<file path="src/rtl/nettlp_rx_parser.sv">
// NetTLP receive decapsulator: filters Ethernet/IPv4/UDP/NetTLP frames from the MAC,
// strips the 48-byte encapsulation and forwards the TLP in PCIe DWORD byte order.
module nettlp_rx_parser #(
    parameter logic [15:0] UDP_PORT_BASE = 16'h3000,
    parameter bit          CHECK_IP      = 1'b1
) (
    input  logic        clk156,
    input  logic        sys_rst_n,
    input  logic [31:0] local_ip,
    input  logic        s_axis_rx_tvalid,
    input  logic        s_axis_rx_tlast,
    input  logic [7:0]  s_axis_rx_tkeep,
    input  logic [63:0] s_axis_rx_tdata,
    input  logic        s_axis_rx_tuser,
    output logic        m_axis_tlp_tvalid,
    output logic        m_axis_tlp_tlast,
    output logic [7:0]  m_axis_tlp_tkeep,
    output logic [63:0] m_axis_tlp_tdata,
    output logic        m_axis_tlp_tuser,
    output logic        tlp_hdr_valid,
    output logic [15:0] tlp_seq,
    output logic [31:0] tlp_tstamp,
    output logic [31:0] cnt_rx_ok,
    output logic [31:0] cnt_drop,
    output logic [31:0] cnt_err
);

    localparam int unsigned BEAT_W = 3;
    localparam int unsigned CNT_W  = 32;
    localparam int unsigned DATA_W = 64;
    localparam int unsigned KEEP_W = 8;
    localparam logic [BEAT_W-1:0] LAST_HDR_BEAT = BEAT_W'(5);
    localparam logic [7:0] PORT_HI  = UDP_PORT_BASE[15:8];
    localparam logic [3:0] PORT_MID = UDP_PORT_BASE[7:4];

    typedef enum logic [2:0] {
        ST_SYNC,
        ST_IDLE,
        ST_HDR,
        ST_PAYLOAD,
        ST_DROP
    } state_t;

    state_t              state_q, state_d;
    logic [BEAT_W-1:0]   beat_q, beat_d;
    logic                mismatch_q, mismatch_d;
    logic                tvalid_q, tvalid_d;
    logic                tlast_q, tlast_d;
    logic [KEEP_W-1:0]   tkeep_q, tkeep_d;
    logic [DATA_W-1:0]   tdata_q, tdata_d;
    logic                tuser_q, tuser_d;
    logic                hdr_valid_q, hdr_valid_d;
    logic [15:0]         seq_q, seq_d;
    logic [31:0]         tstamp_q, tstamp_d;
    logic [CNT_W-1:0]    cnt_rx_ok_q, cnt_rx_ok_d;
    logic [CNT_W-1:0]    cnt_drop_q, cnt_drop_d;
    logic [CNT_W-1:0]    cnt_err_q, cnt_err_d;

    logic [7:0]          rx_b [8];
    logic [BEAT_W-1:0]   hdr_idx;
    logic                beat_mismatch;

    // Wire byte n of a beat sits in lane n; the TLP wants the first wire byte of each DWORD in its MSB.
    function automatic logic [DATA_W-1:0] swap_data(input logic [DATA_W-1:0] d);
        return {d[39:32], d[47:40], d[55:48], d[63:56],
                d[7:0],   d[15:8],  d[23:16], d[31:24]};
    endfunction

    function automatic logic [KEEP_W-1:0] swap_keep(input logic [KEEP_W-1:0] k);
        return {k[4], k[5], k[6], k[7], k[0], k[1], k[2], k[3]};
    endfunction

    always_comb begin
        for (int i = 0; i < 8; i++) begin
            rx_b[i] = s_axis_rx_tdata[8*i +: 8];
        end
    end

    // Per-beat header field checks; an IDLE beat is header beat 0.
    always_comb begin
        hdr_idx       = (state_q == ST_IDLE) ? '0 : beat_q;
        beat_mismatch = 1'b0;
        case (hdr_idx)
            3'd1: beat_mismatch = ({rx_b[4], rx_b[5]} != 16'h0800) || (rx_b[6] != 8'h45);
            3'd2: beat_mismatch = (rx_b[7] != 8'h11);
            3'd3: beat_mismatch = CHECK_IP && ({rx_b[6], rx_b[7]} != local_ip[31:16]);
            3'd4: beat_mismatch = (CHECK_IP && ({rx_b[0], rx_b[1]} != local_ip[15:0]))
                               || (rx_b[4] != PORT_HI) || (rx_b[5][7:4] != PORT_MID);
            default: beat_mismatch = 1'b0;
        endcase
    end

    always_comb begin
        state_d     = state_q;
        beat_d      = beat_q;
        mismatch_d  = mismatch_q;
        tvalid_d    = 1'b0;
        tlast_d     = 1'b0;
        tuser_d     = 1'b0;
        tkeep_d     = tkeep_q;
        tdata_d     = tdata_q;
        hdr_valid_d = 1'b0;
        seq_d       = seq_q;
        tstamp_d    = tstamp_q;
        cnt_rx_ok_d = cnt_rx_ok_q;
        cnt_drop_d  = cnt_drop_q;
        cnt_err_d   = cnt_err_q;

        unique case (state_q)
            ST_SYNC: begin
                if (!s_axis_rx_tvalid || s_axis_rx_tlast) begin
                    state_d = ST_IDLE;
                end
            end
            ST_IDLE, ST_HDR: begin
                if (s_axis_rx_tvalid) begin
                    if (s_axis_rx_tlast) begin
                        cnt_drop_d = cnt_drop_q + CNT_W'(1);
                        state_d    = ST_IDLE;
                    end else if (hdr_idx == LAST_HDR_BEAT) begin
                        if (mismatch_q || beat_mismatch) begin
                            state_d = ST_DROP;
                        end else begin
                            state_d     = ST_PAYLOAD;
                            hdr_valid_d = 1'b1;
                            seq_d       = {rx_b[2], rx_b[3]};
                            tstamp_d    = {rx_b[4], rx_b[5], rx_b[6], rx_b[7]};
                        end
                    end else begin
                        state_d    = ST_HDR;
                        beat_d     = hdr_idx + BEAT_W'(1);
                        mismatch_d = ((state_q == ST_HDR) && mismatch_q) || beat_mismatch;
                    end
                end
            end
            ST_PAYLOAD: begin
                if (s_axis_rx_tvalid) begin
                    tvalid_d = 1'b1;
                    tdata_d  = swap_data(s_axis_rx_tdata);
                    tkeep_d  = swap_keep(s_axis_rx_tkeep);
                    tlast_d  = s_axis_rx_tlast;
                    if (s_axis_rx_tlast) begin
                        tuser_d = s_axis_rx_tuser;
                        state_d = ST_IDLE;
                        if (s_axis_rx_tuser) begin
                            cnt_err_d = cnt_err_q + CNT_W'(1);
                        end else begin
                            cnt_rx_ok_d = cnt_rx_ok_q + CNT_W'(1);
                        end
                    end
                end
            end
            ST_DROP: begin
                if (s_axis_rx_tvalid && s_axis_rx_tlast) begin
                    cnt_drop_d = cnt_drop_q + CNT_W'(1);
                    state_d    = ST_IDLE;
                end
            end
            default: state_d = ST_SYNC;
        endcase
    end

    always_ff @(posedge clk156 or negedge sys_rst_n) begin
        if (!sys_rst_n) begin
            state_q     <= ST_SYNC;
            beat_q      <= '0;
            mismatch_q  <= 1'b0;
            tvalid_q    <= 1'b0;
            tlast_q     <= 1'b0;
            tkeep_q     <= '0;
            tdata_q     <= '0;
            tuser_q     <= 1'b0;
            hdr_valid_q <= 1'b0;
            seq_q       <= '0;
            tstamp_q    <= '0;
            cnt_rx_ok_q <= '0;
            cnt_drop_q  <= '0;
            cnt_err_q   <= '0;
        end else begin
            state_q     <= state_d;
            beat_q      <= beat_d;
            mismatch_q  <= mismatch_d;
            tvalid_q    <= tvalid_d;
            tlast_q     <= tlast_d;
            tkeep_q     <= tkeep_d;
            tdata_q     <= tdata_d;
            tuser_q     <= tuser_d;
            hdr_valid_q <= hdr_valid_d;
            seq_q       <= seq_d;
            tstamp_q    <= tstamp_d;
            cnt_rx_ok_q <= cnt_rx_ok_d;
            cnt_drop_q  <= cnt_drop_d;
            cnt_err_q   <= cnt_err_d;
        end
    end

    assign m_axis_tlp_tvalid = tvalid_q;
    assign m_axis_tlp_tlast  = tlast_q;
    assign m_axis_tlp_tkeep  = tkeep_q;
    assign m_axis_tlp_tdata  = tdata_q;
    assign m_axis_tlp_tuser  = tuser_q;
    assign tlp_hdr_valid     = hdr_valid_q;
    assign tlp_seq           = seq_q;
    assign tlp_tstamp        = tstamp_q;
    assign cnt_rx_ok         = cnt_rx_ok_q;
    assign cnt_drop          = cnt_drop_q;
    assign cnt_err           = cnt_err_q;

endmodule

</file>
<file path="config.mk">
export PLATFORM = sky130hd
export DESIGN_NAME = nettlp_rx_parser
export DESIGN_NICKNAME = d
export VERILOG_FILES = /design/src/rtl/nettlp_rx_parser.sv
export SDC_FILE = /design/constraint.sdc
export NUM_CORES = 1
export LEC_CHECK = 0
export CAP_MARGIN = 15
export CELL_PAD_IN_SITES_DETAIL_PLACEMENT = 1
export CELL_PAD_IN_SITES_GLOBAL_PLACEMENT = 1
export CORE_MARGIN = 2
export CORE_UTILIZATION = 35
export DETAILED_ROUTE_END_ITERATION = 10
export PLACE_DENSITY = 0.82
export SLEW_MARGIN = 20
export SYNTH_ARGS = -nofsm -noshare
export SYNTH_HDL_FRONTEND = slang
export SYNTH_SLANG_ARGS = --single-unit
</file>
<file path="constraint.sdc">
create_clock -name clk156 -period 3.2 [get_ports clk156]
set_input_delay 0.64 -clock clk156 [delete_from_list [all_inputs] [get_ports clk156]]
set_output_delay 0.64 -clock clk156 [all_outputs]
set_load 0.01 [all_outputs]
</file>
[Word-level counts from Yosys, hierarchy flattened]
Cells that the tools add are included.
Storage, ports and cells
  input port bits: 109
  output and inout bits: 220
  logic and storage cells: 90
  register bits: 227
Operators by class
  mux-type cells: 27
  reduce and logical (&&, ||, !) cells: 20
  eq/ne operators: 21
  add/sub/neg operators: 4
  bitwise operators: 4
Operator list (number)
  adder 32 x 1 -> 32 bit (second input constant): 3
  2-to-1 mux 32 bit: 3
  one-hot mux 32 bit (2 select lines): 1
  inequality test 16 bit: 2
  2-to-1 mux 3 bit: 9
  inequality test 16 x 12 -> 1 bit (second input constant): 1
  AND reduction 4 bit: 4
  equality test 3 x 2 -> 1 bit (second input constant): 4
  2-to-1 mux 1 bit: 12
  inequality test 2 bit (second input constant): 6
  one-hot mux 3 bit (4 select lines): 1
  AND reduction 5 bit: 2
  equality test 3 bit (second input constant): 3
  inequality test 8 x 5 -> 1 bit (second input constant): 1
  inequality test 8 x 6 -> 1 bit (second input constant): 1
  inequality test 8 x 7 -> 1 bit (second input constant): 1
  equality test 3 x 1 -> 1 bit (second input constant): 2
  logical OR 1 bit: 6
  NOT 1 bit: 4
  one-hot mux 1 bit (4 select lines): 1
  nonzero test 4 bit: 1
  adder 3 x 1 -> 3 bit (second input constant): 1
  logical NOT 3 bit: 1
  logical AND 1 bit: 2
  4 further kinds: 4

[Logic depth before layout (Yosys ltp)]
  word-level depth: 10
  gate-level depth with buffers: 13
  gate-level depth less buffers: 10

[Worst setup path before layout]
Ideal clock, no wire load.
  kind: reg-to-reg
  start: reg state_q[1]
  end: reg seq_q[15] (netlist: tlp_seq[15])
  required time: 3.073 ns
  slack: 0.406 ns
  buffers on the path: 3
  cell stages (with the launch flop): 14
  arrival time: 2.666 ns
  setup time: 0.127 ns
  clock period less this slack: 2.794 ns
  cells stage by stage: dfrtp_1 > buf_2 > or3b_4 > nand2_1 > inv_1 > ha_1 > nor3_1 > a21oi_1 > a21oi_1 > nor2_1 > nor4_4 > buf_6 > buf_6 > mux2_1
Between the ends
  cells in the longest elaborated chain, start to end: 7
  elaborated cells on any way between the ends: 13
  classes of those cells: eq/ne: 7; mux: 2; bitwise: 1; reduce/logical: 3
Ends and longest elaborated chain
  start, declared: line 44  | state_t state_q, state_d;
  start signal, assigned: line 180  | state_q <= state_d;
  equality test 3 x 1 -> 1 bit: line 81, 109
  2-to-1 mux 3 bit: line 81  | hdr_idx = (state_q == ST_IDLE) ? '0 : beat_q;
  equality test 3 bit, or another cell as far along: line 83  | case (hdr_idx)
  one-hot mux 1 bit (4 select lines): line 83
  logical OR 1 bit: line 121  | if (mismatch_q || beat_mismatch) begin
  NOT 1 bit (no line)
  AND reduction 5 bit (no line) *
  end signal, assigned: line 189  | seq_q <= seq_d;
  end, declared: line 53  | logic [15:0] seq_q, seq_d;
Every way passes the cells marked *; elsewhere a longest branch is shown, timed or not.
A chain may end at the register's enable or synchronous reset.

[Worst setup path in the final report]
  start: reg state_q[2]
  end: reg seq_q[5] (netlist: tlp_seq[5])
Same word-level chain as after synthesis.

==> run summary <==
Outcome = completed
Final hold vios = 0
Pwr Total = 11,300 uW
Iter 0 DRT Violations = 416
Maxcap violations = 0
Clk_skew = 0.0138 ns
Post-synth ARST share = 100%
Area share of the largest cell type after synthesis = 58.1%
Min Clock Period, post-route = 3.02 ns
WL final = 31,900 um
First-pass GRT wire length = 50,000 um
Max FO, Critical Path = 17
Overall routing resource usage = 21.9%
Largest net degree at the start of global routing = 74
Post-Synthesis Net Count = 1,020
Most frequent cells in the layout = clkdlybuf4s50_1, nand2_1, dfrtp_1, xnor2_1, buf_4
Dpl cells = 1,630
Post-CTS Hold Buffers = 0
Die Area = 0.0293 mm^2
Synthesis-to-layout area growth = 50.6%
Max_slew headroom = 40.2%
CTS buffer count = 27
# fillers = 2,981
Sequential element share of the synthesized area = 58.1%
Vias per inst = 4.83
Final setup TNS = 0 ns
HPWL after DPL = 23,100 um
Layout cells sized above 1 = 10.3%
Critical Path End Type = flip-flop
Worst Hold Class = primary input to async pin
I/O pins = 329
DR pass1 iterations = 4
Worst slew pin tran = 0.897 ns
Post-layout nets = 1,398
Setup violations, final = 0
Peak VDD IR = 462 uV
# DRC = 0
Die width = 171 um
Worst-skew pair later-pin latency = 0.53 ns
Die height = 171 um
Antenna viol nets, final = 0
Worst setup margin = 0.177 ns
Post-synth EDFFs = 0
Unrepaired setup endpoints after global routing = no
GR Overflow Total = 0
Area contributors post-synth = dfrtp_1, nand2_1, xnor2_1
Drt wl/cell = 19.0 um
Seq cells post-synth = 227
Root Buffer Master = clkbuf_16
Syn_area_per_cell = 10.8 um^2
F_max = 331 MHz
Max-slew violation count = 0
Pre-CTS WS = -0.222 ns
CTS tree = yes
Worst setup path class = flip-flop to flip-flop
H-tree levels = 1
Dominant synthesized flop cell = dfrtp_1
IO buf count = 328
Crit path DAT = 3.43 ns
Post-route insts no fill = 1,679
Clk sinks = 227
Hold WS = 0.0565 ns
Commonest non-fill, non-tap cell in the layout = clkdlybuf4s50_1
Ys Warns = 0
Worst Setup Start Kind = flip-flop
FF/Latch Area = 0.00568 mm^2
Multi-input logic area = 0.00392 mm^2
Synth area leader = dfrtp_1
Std cell rows = 61
Required time worst endpoint = 3.61 ns
CTS clk-pin slew, worst paths = 0.06 ns
Total number of vias = 8,111
Fin crit share = 94.5%
Gate Count Post-Synth = 903
Synth unique cells = 49
Placer Congestion = 0.840
Vias in the first global route = 8,996
Max Buffers Root-to-Sink = 3
Area of the mapped netlist = 0.00977 mm^2
Area of the core = 0.0276 mm^2
Pleak = 0.00670 uW
Initial antenna violation count = 1
Initial Utilization = 35.4%
PwrDens = 765 mW/mm^2
-- cells in the mapped netlist (7+ instances only) --
| cell | number |
|---|---|
| nand4_1 | 28 |
| mux2_2 | 31 |
| and4_1 | 9 |
| and3_1 | 16 |
| nor3_1 | 18 |
| mux2_1 | 20 |
| xnor2_1 | 95 |
| dfrtp_1 | 227 |
| a21oi_1 | 7 |
| ha_1 | 8 |
| xor2_1 | 31 |
| nand3_1 | 32 |
| nand2_1 | 265 |
| clkbuf_1 | 12 |
| inv_1 | 14 |
| nor2_1 | 28 |
-- critical path, stage by stage (launching register included) --
cell and delay, ns:
dfrtp_2 0.45, or3b_4 0.45, nand2_1 0.14, inv_1 0.10
ha_1 0.24, ha_1 0.21, o41ai_1 0.12, buf_4 0.22
nor2_1 0.07, nor4_4 0.18, buf_4 0.19, buf_12 0.15
mux2_2 0.36
-- logic make-up (layout without fill, tap and decap cells) --
family                   count (synthesis)  in the layout  share of synthesized area (%)
flip-flops                             227            227                           58.1
other                                    0              1                              0
buffers and inverters                   39            436                           1.86
XOR/XNOR                               126            126                           11.3
AND/OR/NAND/NOR                        431            431                           20.4
multiplexers                            51             51                           5.88
adder cells (fa/ha/maj)                  8              8                           1.02
AO/OA/AOI/OAI                           21             21                           1.45
-- sequential cells by signal, summed over array words and instances (netlist names), 3 cells and up --
name / count
m_axis_tlp_tdata: 64
cnt_drop: 32
cnt_err: 32
cnt_rx_ok: 32
tlp_tstamp: 32
tlp_seq: 16
m_axis_tlp_tkeep: 8
beat_q: 3
state_q: 3
-- area by class of cell --
type                       count  area share, %
clock buffer                  43           5.75
timing repair buffer         373           25.0
inverter                      15          0.383
tap                          378           3.22
multi-input combinational    637           26.6
antenna                        1         0.0170
clock inverter                 5          0.383
sequential                   227           38.6
-- metrics by stage --
| step | instance area (um^2) | util, % |
|---|---|---|
| 2_1_floorplan | 9770 | - |
| 3_3_place_gp | 13800 | 49.9 |
| 3_5_place_dp | 13800 | 49.9 |
| 4_1_cts | 14700 | 53.2 |
| 5_1_grt | 14700 | 53.2 |
| 6_report | 14700 | 53.2 |
-- timing repair --
| action | 4_1_cts | 5_1_grt |
|---|---|---|
| buffers inserted | 0 | 0 |
| hold endpoints to repair | 0 | 0 |
| setup endpoints to repair | 0 | 48 |
| resized for setup | 0 | 4 |
-- per-layer routing --
| metal | vias up | track usage, % | wire length [um] |
|---|---|---|---|
| met5 | - | 0 | 0 |
| met4 | 0 | 6.12 | 823 |
| met3 | 52 | 6.29 | 2310 |
| met2 | 243 | 38.8 | 16200 |
| met1 | 4062 | 25.8 | 12600 |
| li1 | 3754 | - | - |
-- path summary, 6_finish.rpt --
check	start	to	slack (ns)	cells past startpoint
max	state_q[2]	tlp_seq[5]	0.18	12
min in group clk156	m_axis_tlp_tdata[0]	m_axis_tlp_tdata[0]	0.47	2
min reg2reg	m_axis_tlp_tdata[0]	m_axis_tlp_tdata[0]	0.47	2
max reg2reg	state_q[2]	tlp_seq[5]	0.18	12
min	sys_rst_n	cnt_rx_ok[6]	0.06	1
max in group asynchronous	sys_rst_n	tlp_tstamp[15]	2.26	2
-- report_power, final --
group	leakage, uW	total [uW]	internal [uW]	switching [uW]
combinational	0.00328	4000	2110	1900
sequential	0.00298	4160	3670	495
clock	0.000444	3090	1880	1210
total	0.00670	11300	7650	3610
Power figures use the tool's default switching activity.
